[src/rtl/ps2_host_tx.sv]
`timescale 1ns/1ps
// ps2_host_tx
// Host-to-device PS/2 transmitter. It sends one command byte per request,
// such as 0xED (set LEDs) or 0xFF (reset). It drives the open-drain PS/2
// clock and data pins through active-high pull-low enables. Completion with
// ACK is reported on tx_done_o. A missing ACK or a bus timeout is reported
// on tx_err_o.
//
// Ports
//   clk_i          board clock
//   rst_n_i        asynchronous reset, active low
//   tx_data_i      command byte, captured when tx_valid_i && tx_ready_o
//   tx_valid_i     request to send tx_data_i
//   tx_ready_o     high only in IDLE
//   tx_done_o      1-cycle pulse: frame finished and device ACKed
//   tx_err_o       1-cycle pulse: no ACK, or timeout
//   busy_o         high whenever not IDLE (the receiver ignores the bus while busy)
//   ps2_clk_i      raw PS/2 clock pin level (asynchronous)
//   ps2_data_i     raw PS/2 data pin level (asynchronous)
//   ps2_clk_oe_o   1 = pull PS/2 clock low
//   ps2_data_oe_o  1 = pull PS/2 data low
//
// state    | meaning
// ---------+-----------------------------------------------------------
// IDLE     | lines released, waiting for tx_valid_i
// INHIBIT  | clock held low, then one cycle with the start bit added
// REQ      | clock released, data low (request-to-send), waiting for the first fall
// SHIFT    | one bit per fall: D0..D7, parity, then stop (release)
// ACK      | the next fall samples the device ACK on data
// WAITIDLE | waiting for clock and data to both return high
module ps2_host_tx #(
    parameter int unsigned INHIBIT_CYCLES = 5000,
    parameter int unsigned TIMEOUT_CYCLES = 750000,
    parameter int unsigned FILTER_LEN     = 8
) (
    input  logic       clk_i,
    input  logic       rst_n_i,
    input  logic [7:0] tx_data_i,
    input  logic       tx_valid_i,
    output logic       tx_ready_o,
    output logic       tx_done_o,
    output logic       tx_err_o,
    output logic       busy_o,
    input  logic       ps2_clk_i,
    input  logic       ps2_data_i,
    output logic       ps2_clk_oe_o,
    output logic       ps2_data_oe_o
);

    typedef enum logic [2:0] {
        S_IDLE,
        S_INHIBIT,
        S_REQ,
        S_SHIFT,
        S_ACK,
        S_WAITIDLE
    } state_e;

    localparam int unsigned TMR_MAX = (INHIBIT_CYCLES > TIMEOUT_CYCLES) ? INHIBIT_CYCLES
                                                                       : TIMEOUT_CYCLES;
    localparam int TMR_W = $clog2(TMR_MAX + 1);
    localparam int FLT_W = $clog2(FILTER_LEN + 1);
    localparam logic [TMR_W-1:0] INH_LOAD = TMR_W'(INHIBIT_CYCLES - 1);
    localparam logic [TMR_W-1:0] TO_LOAD  = TMR_W'(TIMEOUT_CYCLES - 1);
    localparam logic [FLT_W-1:0] FLT_LAST = FLT_W'(FILTER_LEN - 1);

    logic [1:0]       clk_sync_q;
    logic [1:0]       data_sync_q;
    logic             clk_s;
    logic             data_s;
    logic             clk_filt_q;
    logic [FLT_W-1:0] flt_cnt_q;
    logic             fall;

    state_e           state_q, state_d;
    logic [TMR_W-1:0] tmr_q, tmr_d;
    logic [8:0]       sh_q, sh_d;
    logic [3:0]       bitcnt_q, bitcnt_d;
    logic             clk_oe_q, clk_oe_d;
    logic             data_oe_q, data_oe_d;
    logic             done_q, done_d;
    logic             err_q, err_d;
    logic             timed;

    assign clk_s  = clk_sync_q[1];
    assign data_s = data_sync_q[1];

    // The synchronizers and the filter reset to the idle-high bus level,
    // so that leaving reset is not mistaken for a falling clock edge.
    always_ff @(posedge clk_i or negedge rst_n_i) begin
        if (!rst_n_i) begin
            clk_sync_q  <= 2'b11;
            data_sync_q <= 2'b11;
            clk_filt_q  <= 1'b1;
            flt_cnt_q   <= '0;
        end else begin
            clk_sync_q  <= {clk_sync_q[0], ps2_clk_i};
            data_sync_q <= {data_sync_q[0], ps2_data_i};
            if (clk_s == clk_filt_q) begin
                flt_cnt_q <= '0;
            end else if (flt_cnt_q == FLT_LAST) begin
                clk_filt_q <= clk_s;
                flt_cnt_q  <= '0;
            end else begin
                flt_cnt_q <= flt_cnt_q + 1'b1;
            end
        end
    end

    // True in the cycle in which the filter accepts a 1->0 change.
    assign fall = clk_filt_q && !clk_s && (flt_cnt_q == FLT_LAST);

    always_ff @(posedge clk_i or negedge rst_n_i) begin
        if (!rst_n_i) begin
            state_q   <= S_IDLE;
            tmr_q     <= '0;
            sh_q      <= '0;
            bitcnt_q  <= '0;
            clk_oe_q  <= 1'b0;
            data_oe_q <= 1'b0;
            done_q    <= 1'b0;
            err_q     <= 1'b0;
        end else begin
            state_q   <= state_d;
            tmr_q     <= tmr_d;
            sh_q      <= sh_d;
            bitcnt_q  <= bitcnt_d;
            clk_oe_q  <= clk_oe_d;
            data_oe_q <= data_oe_d;
            done_q    <= done_d;
            err_q     <= err_d;
        end
    end

    always_comb begin
        state_d   = state_q;
        tmr_d     = tmr_q;
        sh_d      = sh_q;
        bitcnt_d  = bitcnt_q;
        clk_oe_d  = clk_oe_q;
        data_oe_d = data_oe_q;
        done_d    = 1'b0;
        err_d     = 1'b0;
        timed     = (state_q == S_REQ) || (state_q == S_SHIFT) ||
                    (state_q == S_ACK) || (state_q == S_WAITIDLE);

        // The bus timeout restarts on every device clock fall.
        if (timed) begin
            if (fall) begin
                tmr_d = TO_LOAD;
            end else if (tmr_q != '0) begin
                tmr_d = tmr_q - 1'b1;
            end
        end

        case (state_q)
            S_IDLE: begin
                clk_oe_d  = 1'b0;
                data_oe_d = 1'b0;
                if (tx_valid_i) begin
                    sh_d     = {~^tx_data_i, tx_data_i};
                    bitcnt_d = '0;
                    tmr_d    = INH_LOAD;
                    clk_oe_d = 1'b1;
                    state_d  = S_INHIBIT;
                end
            end
            // Device clock falls that collide with the inhibit are ignored.
            S_INHIBIT: begin
                if (tmr_q != '0) begin
                    tmr_d = tmr_q - 1'b1;
                end else if (!data_oe_q) begin
                    data_oe_d = 1'b1;
                end else begin
                    clk_oe_d = 1'b0;
                    tmr_d    = TO_LOAD;
                    state_d  = S_REQ;
                end
            end
            S_REQ: begin
                if (fall) begin
                    data_oe_d = ~sh_q[0];
                    sh_d      = {1'b0, sh_q[8:1]};
                    bitcnt_d  = 4'd1;
                    state_d   = S_SHIFT;
                end
            end
            S_SHIFT: begin
                if (fall) begin
                    if (bitcnt_q == 4'd9) begin
                        data_oe_d = 1'b0;
                        state_d   = S_ACK;
                    end else begin
                        data_oe_d = ~sh_q[0];
                        sh_d      = {1'b0, sh_q[8:1]};
                        bitcnt_d  = bitcnt_q + 1'b1;
                    end
                end
            end
            S_ACK: begin
                if (fall) begin
                    if (!data_s) begin
                        state_d = S_WAITIDLE;
                    end else begin
                        err_d   = 1'b1;
                        state_d = S_IDLE;
                    end
                end
            end
            S_WAITIDLE: begin
                if (clk_filt_q && data_s) begin
                    done_d  = 1'b1;
                    state_d = S_IDLE;
                end
            end
            default: begin
                clk_oe_d  = 1'b0;
                data_oe_d = 1'b0;
                state_d   = S_IDLE;
            end
        endcase

        // A timeout overrides everything else, including a pending done.
        if (timed && !fall && (tmr_q == '0)) begin
            clk_oe_d  = 1'b0;
            data_oe_d = 1'b0;
            done_d    = 1'b0;
            err_d     = 1'b1;
            state_d   = S_IDLE;
        end
    end

    assign tx_ready_o    = (state_q == S_IDLE);
    assign busy_o        = (state_q != S_IDLE);
    assign tx_done_o     = done_q;
    assign tx_err_o      = err_q;
    assign ps2_clk_oe_o  = clk_oe_q;
    assign ps2_data_oe_o = data_oe_q;

endmodule

[config.mk]
export PLATFORM = sky130hd
export DESIGN_NAME = ps2_host_tx
export DESIGN_NICKNAME = d
export VERILOG_FILES = /design/src/rtl/ps2_host_tx.sv
export SDC_FILE = /design/constraint.sdc
export NUM_CORES = 1
export LEC_CHECK = 0
export ABC_AREA = 1
export ABC_CLOCK_PERIOD_IN_PS = 1850
export BUFFER_PORTS_ARGS = -buffer_cell sky130_fd_sc_hd__buf_4
export CAP_MARGIN = 5
export CORE_ASPECT_RATIO = 1.25
export CORE_MARGIN = 4
export CORE_UTILIZATION = 40
export CTS_CLUSTER_DIAMETER = 80
export DETAILED_ROUTE_END_ITERATION = 7
export PLACE_DENSITY = 0.58
export SLEW_MARGIN = 20
export SYNTH_ARGS = -nofsm -noshare
export SYNTH_HDL_FRONTEND = slang
export SYNTH_SLANG_ARGS = --single-unit
[constraint.sdc]
create_clock -name clk_i -period 1.85 [get_ports clk_i]
set_clock_uncertainty 0.1 [all_clocks]
set_input_delay 0 -clock clk_i [delete_from_list [all_inputs] [get_ports clk_i]]
set_output_delay 0 -clock clk_i [all_outputs]
set_load 0.03 [all_outputs]
; Word-level counts from Yosys, hierarchy flattened
; Index checks and enable logic that the tools add are counted.
[op_classes]
n_addsub = 3
eq_ne = 22
mux = 48
bitwise = 2
reduce_logical = 23
[ops]
columns = op, n
row1 = two-way mux 20 bit, 6
row2 = case mux 20 bit (2 select lines), 1
row3 = two-way mux 9 bit, 4
row4 = two-way mux 3 bit, 10
row5 = case mux 9 bit (3 select lines), 1
row6 = two-way mux 4 bit, 6
row7 = logical NOT 20 bit, 1
row8 = nonzero test 20 bit, 1
row9 = subtractor 20 x 1 -> 20 bit (second input constant), 1
row10 = case mux 3 bit (6 select lines), 1
row11 = two-way mux 1 bit, 16
row12 = != test 3 x 2 -> 1 bit (second input constant), 4
row13 = case mux 4 bit (3 select lines), 1
row14 = adder 4 x 1 -> 4 bit (second input constant), 2
row15 = != test 2 bit (second input constant), 4
row16 = AND reduction 8 bit, 1
row17 = XNOR reduction 8 bit, 1
row18 = == test 3 x 2 -> 1 bit (second input constant), 2
row19 = == test 3 bit (second input constant), 2
row20 = != test 3 x 1 -> 1 bit (second input constant), 2
row21 = != test 3 bit (second input constant), 2
row22 = nonzero test 3 bit, 2
row23 = logical AND 1 bit, 5
row24 = AND reduction 5 bit, 1
row25 = other kinds (16), 21
[totals]
register_bits = 49
in_bits = 13
out_inout_bits = 6
word_cells = 110

; Depth between registers and ports, before layout
; Gate-level depths: netlist of run 1.
[logic_depth]
ltp_word = 8
depth_mapped = 12
ltp_nobuf = 12

; Least setup slack after synthesis of run 1
; Ideal clock, no wire load.
[synth_path]
kind = reg-to-reg
start = register state_q[0]
end = register bitcnt_q[2]
setup_ps = 123
arrival_ps = 1584
t_required_ps = 1627
path_slack_ps = 42
path_stages_with_launch = 11
n_path_buf = 2
period_less_slack_ps = 1808
path_cell_list = dfrtp_1 -> buf_4 -> nor2_4 -> nand2_1 -> nor2_1 -> inv_2 -> nand3_2 -> inv_2 -> buf_6 -> a21oi_2 -> nor3_2
[synth_between]
elab_chain_cells = 3
elab_cells_between_ends = 10
cone_classes = 6 x eq/ne / 1 x mux / 3 x reduce/logical
[synth_lines]
columns = element, line_no
row1 = start: declaration, 75  ; state_e state_q, state_d;
row2 = start signal: assignment, 124  ; state_q <= state_d;
row3 = == test 3 x 2 -> 1 bit / logical NOT 3 bit (equally long branches), 156  ; case (state_q)
row4 = != test 2 bit (no line) / nonzero test 3 bit (equally long branches), -
row5 = AND reduction 5 bit (no line), -
row6 = end signal: assignment, 127  ; bitcnt_q <= bitcnt_d;
row7 = end: declaration, 78  ; logic [3:0] bitcnt_q, bitcnt_d;
; Parallel ways exist; a longest one is shown, timed or not.
; A chain may end at the register's enable or synchronous reset.

; Final worst setup path of run 1
[layout_path]
start = register tmr_q[5]
end = register state_q[1]
[layout_between]
elab_chain_cells = 4
elab_cells_between_ends = 13
cone_classes = 8 x eq/ne / 1 x mux / 4 x reduce/logical
[layout_lines]
columns = element, line_no
row1 = start: declaration, 76  ; logic [TMR_W-1:0] tmr_q, tmr_d;
row2 = start signal: assignment, 125  ; tmr_q <= tmr_d;
row3 = logical NOT 20 bit, 224  ; if (timed && !fall && (tmr_q == '0)) begin
row4 = logical AND 1 bit, 224
row5 = != test 3 bit (no line) (tied with other cells), -
row6 = AND reduction 8 bit (no line), -
; Parallel ways exist; a longest one is shown, timed or not.

==> run_summary.xml, run 1 <==
<?xml version="1.0" encoding="UTF-8"?>
<metrics>
  <group name="finish">
    <metric name="stdcell_count" unit="">656</metric>
    <metric name="final_layout_size_suffix_gt1_share" unit="%">31.55</metric>
    <metric name="fill_cells" unit="">734</metric>
    <metric name="num_antenna_cells" unit="">0</metric>
    <metric name="areaGrowthSynthToFinish" unit="%">34.25</metric>
    <metric name="layout.cells.most_common_list" unit="">131 x sky130_fd_sc_hd__nand2_1, 76 x sky130_fd_sc_hd__buf_4, 47 x sky130_fd_sc_hd__inv_1</metric>
    <metric name="multi_input_comb_area" unit="um2">2001</metric>
    <metric name="layout.cells.most_common" unit="">sky130_fd_sc_hd__nand2_1</metric>
    <metric name="final_nets" unit="">579</metric>
    <metric name="fraction_of_the_core_area_covered_by_cells_at_the_end_of_the_flow" unit="%">56.23</metric>
    <metric name="final-seq-area" unit="um2">1235</metric>
  </group>
  <group name="sta">
    <metric name="worst_slew_pin_slew" unit="ps">650.0</metric>
    <metric name="report.final.hold_viol_count" unit="">0</metric>
    <metric name="final_min_period_over_clock_period" unit="%">100.1</metric>
    <metric name="unrepaired_setup_endpoints_after_global_routing" unit="">true</metric>
    <metric name="setup_viol_count_final" unit="">1</metric>
    <metric name="fmax" unit="MHz">540.0</metric>
    <metric name="final-max-slew-violation-count" unit="">0</metric>
    <metric name="max-slew-margin-rel" unit="%">56.67</metric>
    <metric name="fin_crit" unit="ps">1852</metric>
    <metric name="layout_setup_ws" unit="ps">-1.896</metric>
    <metric name="worst_hold_slack" unit="ps">147.6</metric>
  </group>
  <group name="clock_network">
    <metric name="clock_path_buffers" unit="">2</metric>
    <metric name="path_clk_slew" unit="ps">100</metric>
    <metric name="clk-insertion-delay-late" unit="ps">310</metric>
    <metric name="clk_sinks" unit="">49</metric>
    <metric name="cts-htree-levels" unit="">2</metric>
    <metric name="cts_tree" unit="">done</metric>
    <metric name="clk_root_buffer_cell" unit="">sky130_fd_sc_hd__clkbuf_8</metric>
    <metric name="cts_made_buffers" unit="">5</metric>
  </group>
  <group name="logic_synthesis">
    <metric name="synth_cell_type_count" unit="">39</metric>
    <metric name="synth_area" unit="um2">3321</metric>
    <metric name="synth_top_area_share" unit="%">33.16</metric>
    <metric name="syn_nets" unit="">486</metric>
    <metric name="synth_warnings" unit="">0</metric>
    <metric name="synth_seq_area_share" unit="%">37.11</metric>
    <metric name="synth_top_area_cell" unit="">sky130_fd_sc_hd__dfrtp_1</metric>
    <metric name="syn_avg_cell_area" unit="um2">7.111</metric>
    <metric name="synth_cells" unit="">467</metric>
    <metric name="yosys-top-cells-area" unit="">sky130_fd_sc_hd__dfrtp_1 33%, sky130_fd_sc_hd__nand2_1 16%, sky130_fd_sc_hd__nand3_1 6.3%</metric>
    <metric name="postSynthRegisterBits" unit="">49</metric>
  </group>
  <group name="route">
    <metric name="drt_pass1_iterations" unit="">4</metric>
    <metric name="drt_iter0_drc" unit="">181</metric>
    <metric name="met2_length" unit="um">4888</metric>
    <metric name="routed_wl" unit="um">9247</metric>
    <metric name="remaining_drc_errors" unit="">0</metric>
    <metric name="maxUsedRoutingLayer" unit="">met4</metric>
    <metric name="drtAntennaViolNets" unit="">0</metric>
    <metric name="met1_length" unit="um">3772</metric>
    <metric name="met3RoutedLength" unit="um">352</metric>
    <metric name="vias" unit="">3319</metric>
    <metric name="route.detailed.vias_per_inst" unit="">5.059</metric>
    <metric name="route.detailed.wl_per_inst" unit="um">14.10</metric>
  </group>
  <group name="floorplan">
    <metric name="start_util" unit="%">41.89</metric>
    <metric name="floorplan.die.height" unit="um">109.9</metric>
    <metric name="dieWidth" unit="um">89.50</metric>
    <metric name="boundaryPins" unit="">19</metric>
    <metric name="rows" unit="">36</metric>
    <metric name="die_area" unit="um2">9833</metric>
    <metric name="core-area" unit="um2">7928</metric>
  </group>
  <group name="worst_setup_path">
    <metric name="rr_startpoint" unit="">tmr_q[5]</metric>
    <metric name="worstSetupStartpoint" unit="">tmr_q[5]</metric>
    <metric name="regToRegEndpoint" unit="">state_q[1]</metric>
    <metric name="worst_ep_arrival_time" unit="ps">1970</metric>
    <metric name="r2r_cells" unit="">10</metric>
    <metric name="worstPathMaxFanout" unit="">8</metric>
    <metric name="largest_incremental_delay_on_the_critical_path" unit="ps">420</metric>
    <metric name="timing.setup.critical_path_class" unit="">flip-flop to flip-flop</metric>
    <metric name="critPathCaptureType" unit="">flip-flop</metric>
    <metric name="endpoint" unit="">state_q[1]</metric>
    <metric name="crit_required" unit="ps">1960</metric>
    <metric name="r2r_setup_slack" unit="ps">-2</metric>
    <metric name="cp_cell_sequence" unit="">nor2_2, nand2_2, nor2_4, nand3_4, nand2_4, inv_4, nor2_4, nand2_2, nand2_1, nand2_1</metric>
    <metric name="critical_path.startpoint_type" unit="">flip-flop</metric>
    <metric name="slowest_stage" unit="">sky130_fd_sc_hd__dfrtp_1</metric>
  </group>
  <group name="global_routing">
    <metric name="antenna_found_initial" unit="">0</metric>
    <metric name="global_route_wire_length_before_repair" unit="um">15010</metric>
    <metric name="grt_max_degree" unit="">50</metric>
    <metric name="groute.usage.overall" unit="%">19.90</metric>
    <metric name="grt_pass1_vias" unit="">3229</metric>
    <metric name="overflow" unit="">0</metric>
  </group>
  <group name="worst_hold_path">
    <metric name="hold_path.class" unit="">input port to async pin</metric>
  </group>
  <group name="placed_design">
    <metric name="post-place-ws" unit="ps">-77.05</metric>
    <metric name="port_buffers" unit="">18</metric>
    <metric name="place.gp.congestion" unit="">0.9061</metric>
    <metric name="dpl.hpwl" unit="um">7010</metric>
    <metric name="placed_cells" unit="">620</metric>
  </group>
  <group name="run_status">
    <metric name="outcome" unit="">finished with violations</metric>
    <metric name="violations_in_the_final_reports" unit="">negative setup slack</metric>
  </group>
  <group name="pwr">
    <metric name="cellLeakagePower" unit="uW">0.002203</metric>
    <metric name="pwr_density_cell" unit="nW/um2">1562</metric>
    <metric name="pnr_total_power" unit="uW">6962</metric>
    <metric name="irDropWorstVdd" unit="mV">0.7925</metric>
  </group>
  <group name="job">
    <metric name="cap_viol_max_count" unit="">0</metric>
  </group>
</metrics>
## final cells by class
cell class,count,share of cell area [%]
Tap cell,95,2.666
Clock buffer,5,1.544
Sequential cell,49,27.70
Clock inverter,3,1.067
Inverter,60,5.445
Timing Repair Buffer,92,16.70
Multi-Input combinational cell,352,44.88
## through the flow
step                instance area [um2]  setup TNS [ps]
detailed placement                 3889          -300.2
floorplan                          3321               0
CTS                                4143          -8.088
global placement                   3889          -49.18
global route                       4458           -1139
finish                             4458          -1.896
## routing by layer
layer  vias to the layer above  track usage, %
met1                      1544           23.77
li1                       1677               -
met2                        81           35.30
met5                         -               0
met4                         0           8.085
met3                        17           2.699
## critical path: cells and delay by family, from the launching register on
kind	cells	cell delay (ps)
and+or+nand+nor	9	1180
buffers and inverters	1	50
DFF	1	420
## kinds of logic (layout without fill, tap and decap cells)
group / Yosys count / count (layout) / synth area share [%]
flops: 49 / 49 / 37.11
compound gates: 51 / 52 / 9.382
simple gates: 279 / 279 / 38.88
xor+xnor: 15 / 15 / 3.956
buf+inv: 67 / 160 / 8.402
fa+ha+maj: 6 / 6 / 2.261
## synth_stat cells (all sizes together)
cell	n
dfstp	5
xnor2	7
dfrtp	44
buf	7
o22ai	1
and3	1
ha	6
a31oi	3
xor2	8
o21ai	19
nand3	48
nand4	7
nor3	3
a21oi	15
inv	60
nor2	65
nand2	148
or2	3
nand3b	4
o21a	1
o211ai	9
o31ai	3
## state kept, by name, summed over array words and instances (netlist names)
name,count
tmr_q,20
sh_q,9
bitcnt_q,4
flt_cnt_q,4
state_q,3
clk_sync_q,2
data_sync_q,2
clk_filt_q,1
ps2_clk_oe_o,1
ps2_data_oe_o,1
tx_done_o,1
tx_err_o,1
## repair_timing
action / in CTS / in global routing
hold buffers: 12 / 0
gates resized for setup: 7 / 52
setup endpoints to repair: 20 / 37
hold endpoints to repair: 55 / 0
buffers inserted: 0 / 15
pin swaps: 2 / 26
gates cloned: 0 / 1
## how the worst min path moves through the flow
stage | start | endpoint | slack (ps) | depth (start not counted)
6_report | rst_n_i | tmr_q[4] | 150 | 2
3_3_place_gp | rst_n_i | tmr_q[2] | -20 | 1
3_5_place_dp | rst_n_i | tmr_q[4] | -20 | 1
4_1_cts | rst_n_i | tmr_q[4] | 180 | 2
2_1_floorplan | rst_n_i | bitcnt_q[0] | -400 | 0
5_1_grt | rst_n_i | tmr_q[9] | 200 | 2
## where the power goes
part / internal (uW) / switching (uW) / total (uW)
clock network: 413 / 412 / 825
logic: 1820 / 2600 / 4410
registers: 1440 / 282 / 1720
No activity file was read; power rests on OpenSTA's default activity.
==> run 2: changes to the inputs <==
--- a/config.mk
+++ b/config.mk
@@ -12,6 +12,7 @@
 export CORE_ASPECT_RATIO = 1.25
 export CORE_MARGIN = 4
 export CORE_UTILIZATION = 40
+export CTS_BUF_LIST = sky130_fd_sc_hd__clkbuf_16
 export CTS_CLUSTER_DIAMETER = 80
 export DETAILED_ROUTE_END_ITERATION = 7
 export PLACE_DENSITY = 0.58
==> run 2 against run 1 <==
Effect of this change: the run now ends clean; hold slack better by 28 ps; clock-buffer cell count stayed put; final cell count decreased by 0.61%; critical endpoint is now tmr_q[8]; largest power group unchanged; highest routed layer unchanged.
==> run_summary.xml, run 2 (synthesized netlist as in run 1, its figures left out) <==
<?xml version="1.0" encoding="UTF-8"?>
<metrics>
  <group name="route">
    <metric name="drt_pass1_iterations" unit="">4</metric>
    <metric name="drt_iter0_drc" unit="">139</metric>
    <metric name="vias" unit="">3323</metric>
    <metric name="drtAntennaViolNets" unit="">0</metric>
    <metric name="remaining_drc_errors" unit="">0</metric>
    <metric name="route.detailed.vias_per_inst" unit="">5.097</metric>
    <metric name="route.detailed.wl_per_inst" unit="um">14.27</metric>
    <metric name="routed_wl" unit="um">9301</metric>
  </group>
  <group name="floorplan">
    <metric name="rows" unit="">36</metric>
    <metric name="die_area" unit="um2">9833</metric>
    <metric name="core-area" unit="um2">7928</metric>
    <metric name="start_util" unit="%">41.89</metric>
    <metric name="dieWidth" unit="um">89.50</metric>
    <metric name="floorplan.die.height" unit="um">109.9</metric>
    <metric name="boundaryPins" unit="">19</metric>
  </group>
  <group name="finish">
    <metric name="final-seq-area" unit="um2">1237</metric>
    <metric name="multi_input_comb_area" unit="um2">1988</metric>
    <metric name="largest_reg_flops" unit="">20</metric>
    <metric name="areaGrowthSynthToFinish" unit="%">34.59</metric>
    <metric name="num_antenna_cells" unit="">0</metric>
    <metric name="regMostFlops" unit="">tmr_q</metric>
    <metric name="final_design_area_no_fill" unit="um2">4469</metric>
    <metric name="final_layout_size_suffix_gt1_share" unit="%">30.88</metric>
    <metric name="layout.cells.most_common" unit="">sky130_fd_sc_hd__nand2_1</metric>
    <metric name="final_nets" unit="">575</metric>
    <metric name="largest_registers" unit="">tmr_q (20), sh_q (9)</metric>
    <metric name="fraction_of_the_core_area_covered_by_cells_at_the_end_of_the_flow" unit="%">56.38</metric>
    <metric name="stdcell_count" unit="">652</metric>
    <metric name="fill_cells" unit="">735</metric>
    <metric name="layout.cells.most_common_list" unit="">132 x sky130_fd_sc_hd__nand2_1, 72 x sky130_fd_sc_hd__buf_4, 47 x sky130_fd_sc_hd__inv_1</metric>
  </group>
  <group name="sta">
    <metric name="setup_viol_count_final" unit="">0</metric>
    <metric name="report.final.hold_viol_count" unit="">0</metric>
    <metric name="unrepaired_setup_endpoints_after_global_routing" unit="">true</metric>
    <metric name="fin_crit" unit="ps">1830</metric>
    <metric name="max-slew-margin-rel" unit="%">57.26</metric>
    <metric name="final_min_period_over_clock_period" unit="%">98.93</metric>
    <metric name="fmax" unit="MHz">546.4</metric>
    <metric name="worst_slew_pin_slew" unit="ps">641.2</metric>
    <metric name="layout_setup_ws" unit="ps">19.88</metric>
    <metric name="final-max-slew-violation-count" unit="">0</metric>
  </group>
  <group name="global_routing">
    <metric name="global_route_wire_length_before_repair" unit="um">15110</metric>
    <metric name="groute.usage.overall" unit="%">19.99</metric>
    <metric name="grt_pass1_vias" unit="">3254</metric>
    <metric name="antenna_found_initial" unit="">0</metric>
    <metric name="overflow" unit="">0</metric>
    <metric name="grt_max_degree" unit="">50</metric>
  </group>
  <group name="run_status">
    <metric name="outcome" unit="">finished clean</metric>
  </group>
  <group name="clock_network">
    <metric name="clock_path_buffers" unit="">2</metric>
    <metric name="cts-htree-levels" unit="">2</metric>
    <metric name="clk-insertion-delay-late" unit="ps">290</metric>
    <metric name="cts_made_buffers" unit="">5</metric>
    <metric name="cts_tree" unit="">done</metric>
    <metric name="clk_root_buffer_cell" unit="">sky130_fd_sc_hd__clkbuf_16</metric>
    <metric name="path_clk_slew" unit="ps">70</metric>
    <metric name="clk_sinks" unit="">49</metric>
  </group>
  <group name="worst_setup_path">
    <metric name="cpLargestDelayFamily" unit="">simple AND/OR/NAND/NOR gates</metric>
    <metric name="worstPathMaxFanout" unit="">8</metric>
    <metric name="cp.buffers_inverters" unit="">0</metric>
    <metric name="worst_ep_arrival_time" unit="ps">1910</metric>
    <metric name="critical_path.startpoint_type" unit="">flip-flop</metric>
    <metric name="slowest_stage" unit="">sky130_fd_sc_hd__dfrtp_1</metric>
    <metric name="largest_incremental_delay_on_the_critical_path" unit="ps">420</metric>
    <metric name="critPathCaptureType" unit="">flip-flop</metric>
    <metric name="cp_cell_sequence" unit="">nor2_2, nand2_2, nor2_4, nand3_4, o21ai_2, nand2_1, nand2_1, a21oi_1</metric>
    <metric name="timing.critical_path.mode_cell" unit="">sky130_fd_sc_hd__nand2_1</metric>
    <metric name="crit_required" unit="ps">1930</metric>
    <metric name="timing.setup.critical_path_class" unit="">flip-flop to flip-flop</metric>
  </group>
  <group name="pwr">
    <metric name="cellLeakagePower" unit="uW">0.002203</metric>
    <metric name="irDropWorstVdd" unit="mV">0.7884</metric>
    <metric name="pwr_density_cell" unit="nW/um2">1607</metric>
  </group>
  <group name="worst_hold_path">
    <metric name="hold_path.class" unit="">input port to async pin</metric>
  </group>
  <group name="placed_design">
    <metric name="postPlaceCellArea" unit="um2">3889</metric>
    <metric name="dpl.hpwl" unit="um">7010</metric>
    <metric name="placed_cells" unit="">620</metric>
    <metric name="post-place-ws" unit="ps">-77.05</metric>
    <metric name="port_buffers" unit="">18</metric>
    <metric name="place.gp.congestion" unit="">0.9061</metric>
  </group>
  <group name="job">
    <metric name="cap_viol_max_count" unit="">0</metric>
  </group>
</metrics>
[run 2: what timing repair did]
item,CTS,global route
pin swaps,1,24
hold buffers,12,0
endpoints found under the setup margin,19,38
setup buffers,0,11
gates resized for setup,6,52
cloned,0,1
endpoints found under the hold margin,55,0
[run 2: worst paths after layout]
kind                                from            end  slack [ps]  cells after the start
min                              rst_n_i       tmr_q[4]         180                      2
max reg2reg                     tmr_q[6]       tmr_q[8]          20                      8
max                             tmr_q[6]       tmr_q[8]          20                      8
min in group clk_i         clk_sync_q[0]  clk_sync_q[1]         260                      0
max in group asynchronous        rst_n_i     state_q[0]        1020                      2
min reg2reg                clk_sync_q[0]  clk_sync_q[1]         260                      0
[run 2: per-stage QoR]
step	power (uW)	hold WS (ps)	setup TNS (ps)
3_5_place_dp	5544	-21.67	-300.2
2_1_floorplan	4175	-395.6	0
3_3_place_gp	5506	-19.32	-49.18
4_1_cts	6703	211.1	-10.54
5_1_grt	7801	240.2	-1059
6_report	7184	176.0	0
[run 2: worst reg2reg max path, cell delays in order (launching register included)]
cell and delay [ps]:
sky130_fd_sc_hd__dfrtp_1 420, sky130_fd_sc_hd__nor2_2 140, sky130_fd_sc_hd__nand2_2 110, sky130_fd_sc_hd__nor2_4 190, sky130_fd_sc_hd__nand3_4 210, sky130_fd_sc_hd__o21ai_2 330
sky130_fd_sc_hd__nand2_1 80, sky130_fd_sc_hd__nand2_1 80, sky130_fd_sc_hd__a21oi_1 60
[run 2: power by group]
| part | total [uW] | internal [uW] | switching, uW |
|---|---|---|---|
| logic | 4350 | 1790 | 2570 |
| registers | 1740 | 1450 | 295 |
| clock network | 1090 | 649 | 441 |
[run 2: area by class of cell]
class,instances,area share [%]
clock buffers,5,2.800
clock inverters,3,1.064
inverters,60,5.319
multi-input cells,352,44.48
flip-flops and latches,49,27.69
well taps,95,2.660
repair buffers,88,15.99
[run 2: per-layer routing]
metal,routed length (um),track usage (%),vias to the layer above
li1,-,-,1675
met1,3775,24.05,1528
met2,4820,35.25,87
met3,311,2.474,33
met4,393,8.511,0
met5,0,0,-
